[config.mk]
export PLATFORM = sky130hd
export DESIGN_NAME = rr_mux41_stream
export DESIGN_NICKNAME = d
export VERILOG_FILES = /design/src/rtl/rr_mux41_stream.sv
export SDC_FILE = /design/constraint.sdc
export NUM_CORES = 1
export LEC_CHECK = 0
export ABC_AREA = 0
export ABC_CLOCK_PERIOD_IN_PS = 5700
export BUFFER_PORTS_ARGS = -buffer_cell sky130_fd_sc_hd__buf_4
export CAP_MARGIN = 20
export CORE_UTILIZATION = 35
export CTS_CLUSTER_DIAMETER = 50
export CTS_CLUSTER_SIZE = 40
export DETAILED_ROUTE_END_ITERATION = 7
export PLACE_DENSITY_LB_ADDON = 0.12
export SLEW_MARGIN = 15
export SYNTH_ARGS = -nofsm -noshare
export SYNTH_HDL_FRONTEND = slang
export SYNTH_SLANG_ARGS = --single-unit
[constraint.sdc]
create_clock -name i_clk -period 5.7 [get_ports i_clk]
set_input_delay 0.285 -clock i_clk [delete_from_list [all_inputs] [get_ports i_clk]]
set_output_delay 0.285 -clock i_clk [all_outputs]
set_load 0.02 [all_outputs]
[src/rtl/rr_mux41_stream.sv]
// rr_mux41_stream: 4:1 round-robin valid/ready stream merger with packet lock and source tag
//   i_clk, i_rst        clock, synchronous active-high reset
//   i_in_valid[3:0]     per-channel beat valid
//   i_in_data[4*W-1:0]  channel i data at [i*W +: W]
//   i_in_last[3:0]      per-channel end-of-packet
//   o_in_ready[3:0]     per-channel accept (combinational)
//   o_out_valid/data/sel/last  registered output beat, sel = source channel
//   i_out_ready         downstream accept
module rr_mux41_stream #(
  parameter int WIDTH = 8
) (
  input  logic               i_clk,
  input  logic               i_rst,
  input  logic [3:0]         i_in_valid,
  input  logic [4*WIDTH-1:0] i_in_data,
  input  logic [3:0]         i_in_last,
  output logic [3:0]         o_in_ready,
  output logic               o_out_valid,
  output logic [WIDTH-1:0]   o_out_data,
  output logic [1:0]         o_out_sel,
  output logic               o_out_last,
  input  logic               i_out_ready
);
  typedef enum logic {IDLE, LOCK} state_t;
  state_t           r_state;
  logic [1:0]       r_ptr;
  logic [1:0]       r_lock;
  logic             r_valid;
  logic [WIDTH-1:0] r_data;
  logic [1:0]       r_sel;
  logic             r_last;
  logic             w_load;
  logic [7:0]       w_dbl;
  logic [3:0]       w_rot;
  logic [1:0]       w_off;
  logic [1:0]       w_gnt;
  logic             w_has;
  logic             w_acc;
  always_comb begin
    w_load = !r_valid || i_out_ready;
    // rotate requests so bit 0 is the channel at r_ptr, then pick the first set bit
    w_dbl = {i_in_valid, i_in_valid} >> r_ptr;
    w_rot = w_dbl[3:0];
    w_off = w_rot[0] ? 2'd0 : w_rot[1] ? 2'd1 : w_rot[2] ? 2'd2 : 2'd3;
    w_gnt = (r_state == LOCK) ? r_lock : r_ptr + w_off;
    w_has = (r_state == LOCK) || (|i_in_valid);
    o_in_ready = (!i_rst && w_load && w_has) ? 4'b0001 << w_gnt : 4'b0000;
    w_acc = |(o_in_ready & i_in_valid);
  end
  always_ff @(posedge i_clk) begin
    if (i_rst) begin
      r_state <= IDLE;
      r_ptr   <= 2'd0;
      r_lock  <= 2'd0;
      r_valid <= 1'b0;
      r_data  <= '0;
      r_sel   <= 2'd0;
      r_last  <= 1'b0;
    end else if (w_acc) begin
      r_valid <= 1'b1;
      r_data  <= i_in_data[w_gnt*WIDTH +: WIDTH];
      r_sel   <= w_gnt;
      r_last  <= i_in_last[w_gnt];
      if (i_in_last[w_gnt]) begin
        r_state <= IDLE;
        r_ptr   <= w_gnt + 2'd1;
      end else begin
        r_state <= LOCK;
        r_lock  <= w_gnt;
      end
    end else if (i_out_ready) begin
      r_valid <= 1'b0;
    end
  end
  assign o_out_valid = r_valid;
  assign o_out_data  = r_data;
  assign o_out_sel   = r_sel;
  assign o_out_last  = r_last;
endmodule

==> results of run 1 <==
[routing by layer]
metal | routed length (um) | track usage (%) | vias to the layer above
li1 | - | - | 793
met1 | 1810 | 24.89 | 703
met2 | 1776 | 32.16 | 46
met3 | 226 | 3.521 | 2
met4 | 23 | 7.778 | 0
met5 | 0 | 0 | -
[final cells by class]
class	instances	area (sq um)
clock inverter	1	5.005
clock buffer	3	41.29
sequential	17	340.3
multi-input combinational	164	948.4
timing repair buffer	60	450.4
fill	403	1863
inverter	2	7.507
tap	48	60.06
[how the worst max path moves through the flow]
stage          slack (ns)  cells after the start          start             to
2_1_floorplan        2.85                     10  i_in_valid[3]  o_in_ready[2]
3_3_place_gp         2.78                      9       r_ptr[1]  o_out_data[1]
3_5_place_dp         2.71                      9       r_ptr[1]  o_out_data[1]
4_1_cts              2.70                      9       r_ptr[1]        r_state
5_1_grt              2.46                     10       r_ptr[1]  o_out_data[2]
6_report             2.73                      9       r_ptr[1]        r_state
[power groups by stage]
stage               clock [mW]  combinational, mW  sequential (mW)
detailed placement           0              0.694            0.211
floorplan                    0              0.500            0.235
finish                  0.0938              0.690            0.210
global placement             0              0.692            0.211
CTS                     0.0982              0.696            0.209
global route             0.101              0.770            0.217
[metrics by stage]
stage / std cells / hold WS (ns) / util [%]
after floorplan: 200 / 0.4688 / -
after global placement: 291 / 0.4741 / 48.62
after detailed placement: 291 / 0.4773 / 48.62
after CTS: 295 / 0.3126 / 49.87
after global routing: 295 / 0.3323 / 49.87
final: 295 / 0.3157 / 49.87
[state kept, by name, indices dropped and copies added (netlist names)]
name	flops
r_ptr	2
o_out_valid	1
o_out_data	8
r_state	1
o_out_sel	2
o_out_last	1
r_lock	2
[placed cells by master (no fill, tap or decap), types with 2 or more instances in the layout]
cell / count
a211oi_1: 2
a21oi_1: 7
a221o_1: 2
and2_1: 2
buf_4: 60
clkbuf_8: 3
dfxtp_1: 17
inv_1: 2
mux2_4: 2
mux2i_1: 5
nand2_1: 49
nand2b_1: 3
nand3_1: 24
nand3b_1: 3
nor2_1: 6
nor2b_1: 11
nor3b_1: 2
nor4_1: 2
o211ai_1: 8
o21ai_0: 10
o21ai_1: 11
xnor2_1: 2
[kinds of logic (layout without fill, tap and decap cells)]
kind of cell / count (synthesis) / in the layout / synth area share [%]
AO/OA/AOI/OAI: 45 / 45 / 19.86
XOR/XNOR: 3 / 3 / 2.901
adder cells (fa/ha/maj): 1 / 1 / 0.9065
buffers and inverters: 19 / 66 / 6.890
flip-flops: 17 / 17 / 24.66
multiplexers: 10 / 10 / 8.160
AND/OR/NAND/NOR: 105 / 105 / 36.63
==> results.json, run 1 <==
{
  "synth_cells": 200,
  "arrival_ns": 3.14,
  "synth_common_cells": "nand2_1 (49), nand3_1 (24), dfxtp_1 (17), nor2b_1 (11), o21ai_1 (11)",
  "cp-end-kind": "flip-flop",
  "critical_path_buf_inv_count": 0,
  "timing.final.ws_setup_ns": 2.731,
  "slowest_delay_ns": 0.46,
  "syn_area_sq_um": 1380,
  "antenna-diode-count": 0,
  "dieWidth_um": 64.80,
  "status": "finished, final reports clean",
  "rsz0062_at_grt": "false",
  "max_clock_freq_mhz": 336.8,
  "p_per_area_nw_per_um2": 536.1,
  "drt_iter0_drc": 105,
  "slowest_stage": "dfxtp_1",
  "fp-row-count": 22,
  "routedWlPerCell_um": 13.01,
  "ys_seq_elements": 17,
  "clock_path_buffers": 2,
  "layout-drive-gt1-share_pct": 28.74,
  "antenna_found_initial": 0,
  "p_clk_share_pct": 9.4,
  "gp_congestion": 0.8503,
  "vias_per_cell": 5.234,
  "die_h_um": 64.80,
  "cts-resized-gates": 0,
  "io_pins": 59,
  "power.total_mw": 0.9934,
  "synth_edf_count": 0,
  "internal_power_mw": 0.5092,
  "synth_area_leaders": "dfxtp_1 (25%), nand2_1 (13%), nand3_1 (8.7%)",
  "fin_skew_ns": 0.004625,
  "clkTransAtPathRegs_ns": 0.07,
  "hold-path-endpoint": "o_out_valid",
  "grt.overflow.total": 0,
  "area_growth_pct": 34.27,
  "min_path_type": "in2reg",
  "design_area_sq_um": 1853,
  "fin_crit_ns": 2.969,
  "seqPwrFrac_pct": 21.1,
  "grt_first_pass_wirelength_um": 6492,
  "power.share.combinational_pct": 69.4,
  "maxCapViolations": 0,
  "core_area_sq_um": 3716,
  "start_kind": "flip-flop",
  "cts_setup_buffers": 0,
  "reg2regPathDepth": 9,
  "synth_area_per_cell_sq_um": 6.900,
  "fin_nets": 292,
  "drc": 0,
  "vias": 1544,
  "p_sw_mw": 0.4842,
  "grt_pass1_vias": 1410,
  "critPathRequiredTime_ns": 5.87,
  "reg2reg_slack_ns": 2.73,
  "peakVddDrop_mv": 0.1973,
  "synth_ff_type": "dfxtp_1",
  "worstPathMaxFanout": 24,
  "cts_root_buffer": "clkbuf_8",
  "r2r_start": "r_ptr[1]",
  "ys_warn_count": 0,
  "syn-num-nets": 244,
  "grt_use_total_pct": 19.53,
  "start_util_pct": 37.14,
  "insertion_delay_ns": 0.25,
  "finalCritPeriodShare_pct": 52.09,
  "holdBufCountCts": 0,
  "power.share.switching_pct": 48.74,
  "htreeDepth": 1,
  "async_flop_share_pct": 0,
  "antenna_left": 0,
  "wirelength_um": 3837,
  "cp_top_family": "multiplexers",
  "setup_viol": 0,
  "post-synth-top-count-cell": "nand2_1",
  "die_area_sq_um": 4198,
  "synth_seq_area_share_pct": 24.66,
  "hp-start": "i_rst",
  "max-slew-margin-rel_pct": 66.96,
  "dp_hpwl_um": 2834,
  "numCtsBuffers": 3,
  "p_leak_nw": 0.8188,
  "tritoncts": "done",
  "synth.top_cell.area_share_pct": 24.66,
  "critPathKind": "reg2reg",
  "io_buffers": 58,
  "grt_max_degree": 27,
  "dp_slack_ns": 2.709,
  "tightestPinTransition_ns": 0.4956,
  "finalSetupTns_ns": 0,
  "cts.sinks": 17,
  "holdPathStages": 2,
  "firstDrtPassIters": 4,
  "synth_largest_area_cell": "dfxtp_1",
  "timing.rr.end": "r_state",
  "yosysUniqueCellTypes": 37,
  "placed_area_sq_um": 1807,
  "slew_viol_final": 0,
  "path_cells": "nand2b_1, a21oi_1, a221o_1, ha_1, mux2_2, mux2_1, and2_1, mux2i_1, a211oi_1",
  "hold_viol": 0
}
(Power assumes the default switching activity.)
==> run 2: changes to the inputs <==
--- a/config.mk
+++ b/config.mk
@@ -5,8 +5,8 @@
 export SDC_FILE = /design/constraint.sdc
 export NUM_CORES = 1
 export LEC_CHECK = 0
-export ABC_AREA = 0
-export ABC_CLOCK_PERIOD_IN_PS = 5700
+export ABC_AREA = 1
+export ABC_CLOCK_PERIOD_IN_PS = 3100
 export BUFFER_PORTS_ARGS = -buffer_cell sky130_fd_sc_hd__buf_4
 export CAP_MARGIN = 20
 export CORE_UTILIZATION = 35
==> constraint.sdc (replaced) <==
create_clock -name i_clk -period 3.1 [get_ports i_clk]
set_input_delay 0.155 -clock i_clk [delete_from_list [all_inputs] [get_ports i_clk]]
set_output_delay 0.155 -clock i_clk [all_outputs]
set_load 0.02 [all_outputs]
==> results.json, run 2 <==
{
  "finalSetupTns_ns": 0,
  "arrival_ns": 2.68,
  "post-synth-top-count-cell": "nand2_1",
  "fin_skew_ns": 0.003533,
  "finalCritPeriodShare_pct": 91.34,
  "slowest_delay_ns": 0.44,
  "design_area_sq_um": 1730,
  "syn-num-nets": 240,
  "synth_seq_area_share_pct": 26.90,
  "power.total_mw": 2.052,
  "drt_iter0_drc": 39,
  "dp_slack_ns": 0.2481,
  "vias": 1410,
  "start_util_pct": 37.32,
  "synth_ff_type": "dfxtp_1",
  "area_growth_pct": 36.80,
  "p_sw_mw": 1.162,
  "clock_path_buffers": 2,
  "min_path_type": "in2reg",
  "slowest_stage": "dfxtp_2",
  "placed_area_sq_um": 1694,
  "drc": 0,
  "grt_use_total_pct": 18.10,
  "synth.top_cell.area_share_pct": 26.90,
  "cp_top_family": "simple AND/OR/NAND/NOR gates",
  "fin_nets": 296,
  "cts_root_buffer": "clkbuf_4",
  "firstDrtPassIters": 4,
  "reg2regPathDepth": 16,
  "io_buffers": 58,
  "hold-path-endpoint": "o_out_data[5]",
  "dieWidth_um": 62.12,
  "peakVddDrop_mv": 0.6539,
  "critical_path_buf_inv_count": 4,
  "antenna-diode-count": 0,
  "p_clk_share_pct": 5.7,
  "layout-drive-gt1-share_pct": 39.84,
  "worstPathMaxFanout": 16,
  "numCtsBuffers": 3,
  "grt.overflow.total": 0,
  "r2r_start": "r_ptr[0]",
  "synth_area_per_cell_sq_um": 6.454,
  "internal_power_mw": 0.8901,
  "synth_edf_count": 0,
  "clkTransAtPathRegs_ns": 0.10,
  "antenna_left": 0,
  "hp-start": "i_rst",
  "vias_per_cell": 4.747,
  "timing.final.ws_setup_ns": 0.2683,
  "timing.rr.end": "r_lock[0]",
  "rsz0062_at_grt": "false",
  "p_leak_nw": 0.8298,
  "gp_congestion": 0.8586,
  "critPathKind": "reg2out",
  "path_cells": "inv_2, nand2_1, nand2_2, nand2_1, o21ai_0, o21ai_0, ha_1, or2_2, nand2_2, inv_2, nor2_4, inv_1, nor2_1, buf_4",
  "core_area_sq_um": 3390,
  "async_flop_share_pct": 0,
  "ys_warn_count": 0,
  "holdWs_ns": 0.09082,
  "synth_cells": 196,
  "grt_max_degree": 17,
  "slew_viol_final": 0,
  "cts.sinks": 17,
  "io_pins": 59,
  "die_area_sq_um": 3859,
  "synth_largest_area_cell": "dfxtp_1",
  "critPathRequiredTime_ns": 2.94,
  "p_per_area_nw_per_um2": 1186,
  "power.share.combinational_pct": 76.3,
  "htreeDepth": 1,
  "max-slew-margin-rel_pct": 79.15,
  "max_clock_freq_mhz": 353.1,
  "dp_hpwl_um": 2738,
  "largest_reg_flops": 8,
  "most-common-layout-cells": "nand2_1 (60), buf_4 (58), nor2_1 (21)",
  "synth_area_leaders": "dfxtp_1 (27%), nand2_1 (18%), nand3_1 (7.5%)",
  "antenna_found_initial": 0,
  "wirelength_um": 3294,
  "insertion_delay_ns": 0.29,
  "status": "finished, final reports clean",
  "fp-row-count": 21,
  "yosysUniqueCellTypes": 29,
  "die_h_um": 62.12,
  "ys_seq_elements": 17,
  "tightestPinTransition_ns": 0.3124,
  "syn_area_sq_um": 1265,
  "tritoncts": "done",
  "grt_first_pass_wirelength_um": 5796,
  "start_kind": "flip-flop",
  "final_common_cell": "nand2_1",
  "synth_common_cells": "nand2_1 (60), nor2_1 (22), nand3_1 (19), dfxtp_1 (17), nand2_2 (11)",
  "fin_crit_ns": 2.832,
  "maxCapViolations": 0,
  "reg2reg_slack_ns": 0.31,
  "hold_viol": 0,
  "routedWlPerCell_um": 11.09,
  "setup_viol": 0,
  "seqPwrFrac_pct": 18.0,
  "power.share.switching_pct": 56.63,
  "holdPathStages": 2,
  "grt_pass1_vias": 1334,
  "cp-end-kind": "primary output"
}
[run 2: changes by cell type after synthesis, moves of 8 or more]
| cell | change |
|---|---|
| nand4_1 | +10 |
| inv_1 | +8 |
| nor2b_1 | -11 |
| nand2_1 | +11 |
| nand2_2 | +10 |
| o21ai_1 | -10 |
| nor2_1 | +16 |
[run 2: worst max path at each step]
stage               cells past startpoint     start       endpoint  slack (ns)
CTS                                    14  r_ptr[0]  o_in_ready[2]        0.07
global route                           14  r_ptr[0]  o_in_ready[2]        0.09
finish                                 14  r_ptr[0]  o_in_ready[2]        0.27
global placement                       16  r_ptr[0]      r_lock[0]        0.28
floorplan                              13  r_ptr[0]  o_in_ready[0]        0.58
detailed placement                     16  r_ptr[0]      r_lock[0]        0.25
[run 2: metal layers]
| metal | up-vias | track usage, % | wire (um) |
|---|---|---|---|
| met5 | - | 0 | 0 |
| met4 | 0 | 5.233 | 49 |
| met3 | 8 | 4.779 | 265 |
| met2 | 65 | 30.36 | 1493 |
| met1 | 590 | 22.61 | 1486 |
| li1 | 747 | - | - |
[run 2: stage by stage]
stage          cells  utilization (%)
2_1_floorplan    196                -
5_1_grt          297            51.05
3_3_place_gp     293            49.98
4_1_cts          297            50.87
3_5_place_dp     293            49.98
6_report         297            51.05
[run 2: what timing repair did]
item	in CTS	in global routing
buffers inserted	0	0
gates resized for setup	1	2
hold buffers	0	0
endpoints found under the setup margin	1	2
[run 2: area by class of cell]
class                      instances  area (sq um)
multi-input combinational        155         804.5
inverter                          17         63.81
timing repair buffer              58         435.4
clock buffer                       3         22.52
fill                             360          1659
tap                               46         57.56
clock inverter                     1         5.005
sequential                        17         341.6
[run 2: worst reg2reg max path, delay by kind of cell, from the launching register on]
family	cells	cell delay, ns
DFF	1	0.44
and+or+nand+nor	11	1.53
AOI/OAI and AO/OA	2	0.24
buffers and inverters	2	0.24
adders and majority gates	1	0.24
[run 2: power by group through the flow]
stage / combinational, mW / clock [mW] / sequential (mW)
floorplan: 1.18 / 0 / 0.430
global placement: 1.55 / 0 / 0.374
detailed placement: 1.55 / 0 / 0.374
CTS: 1.57 / 0.120 / 0.368
global route: 1.75 / 0.133 / 0.382
finish: 1.57 / 0.118 / 0.369
[run 2: cells by family after synthesis]
group / synth area share [%]
and+or+nand+nor: 51.93
AOI/OAI and AO/OA: 10.09
buffers and inverters: 10.09
DFF: 26.90
adders and majority gates: 0.9890
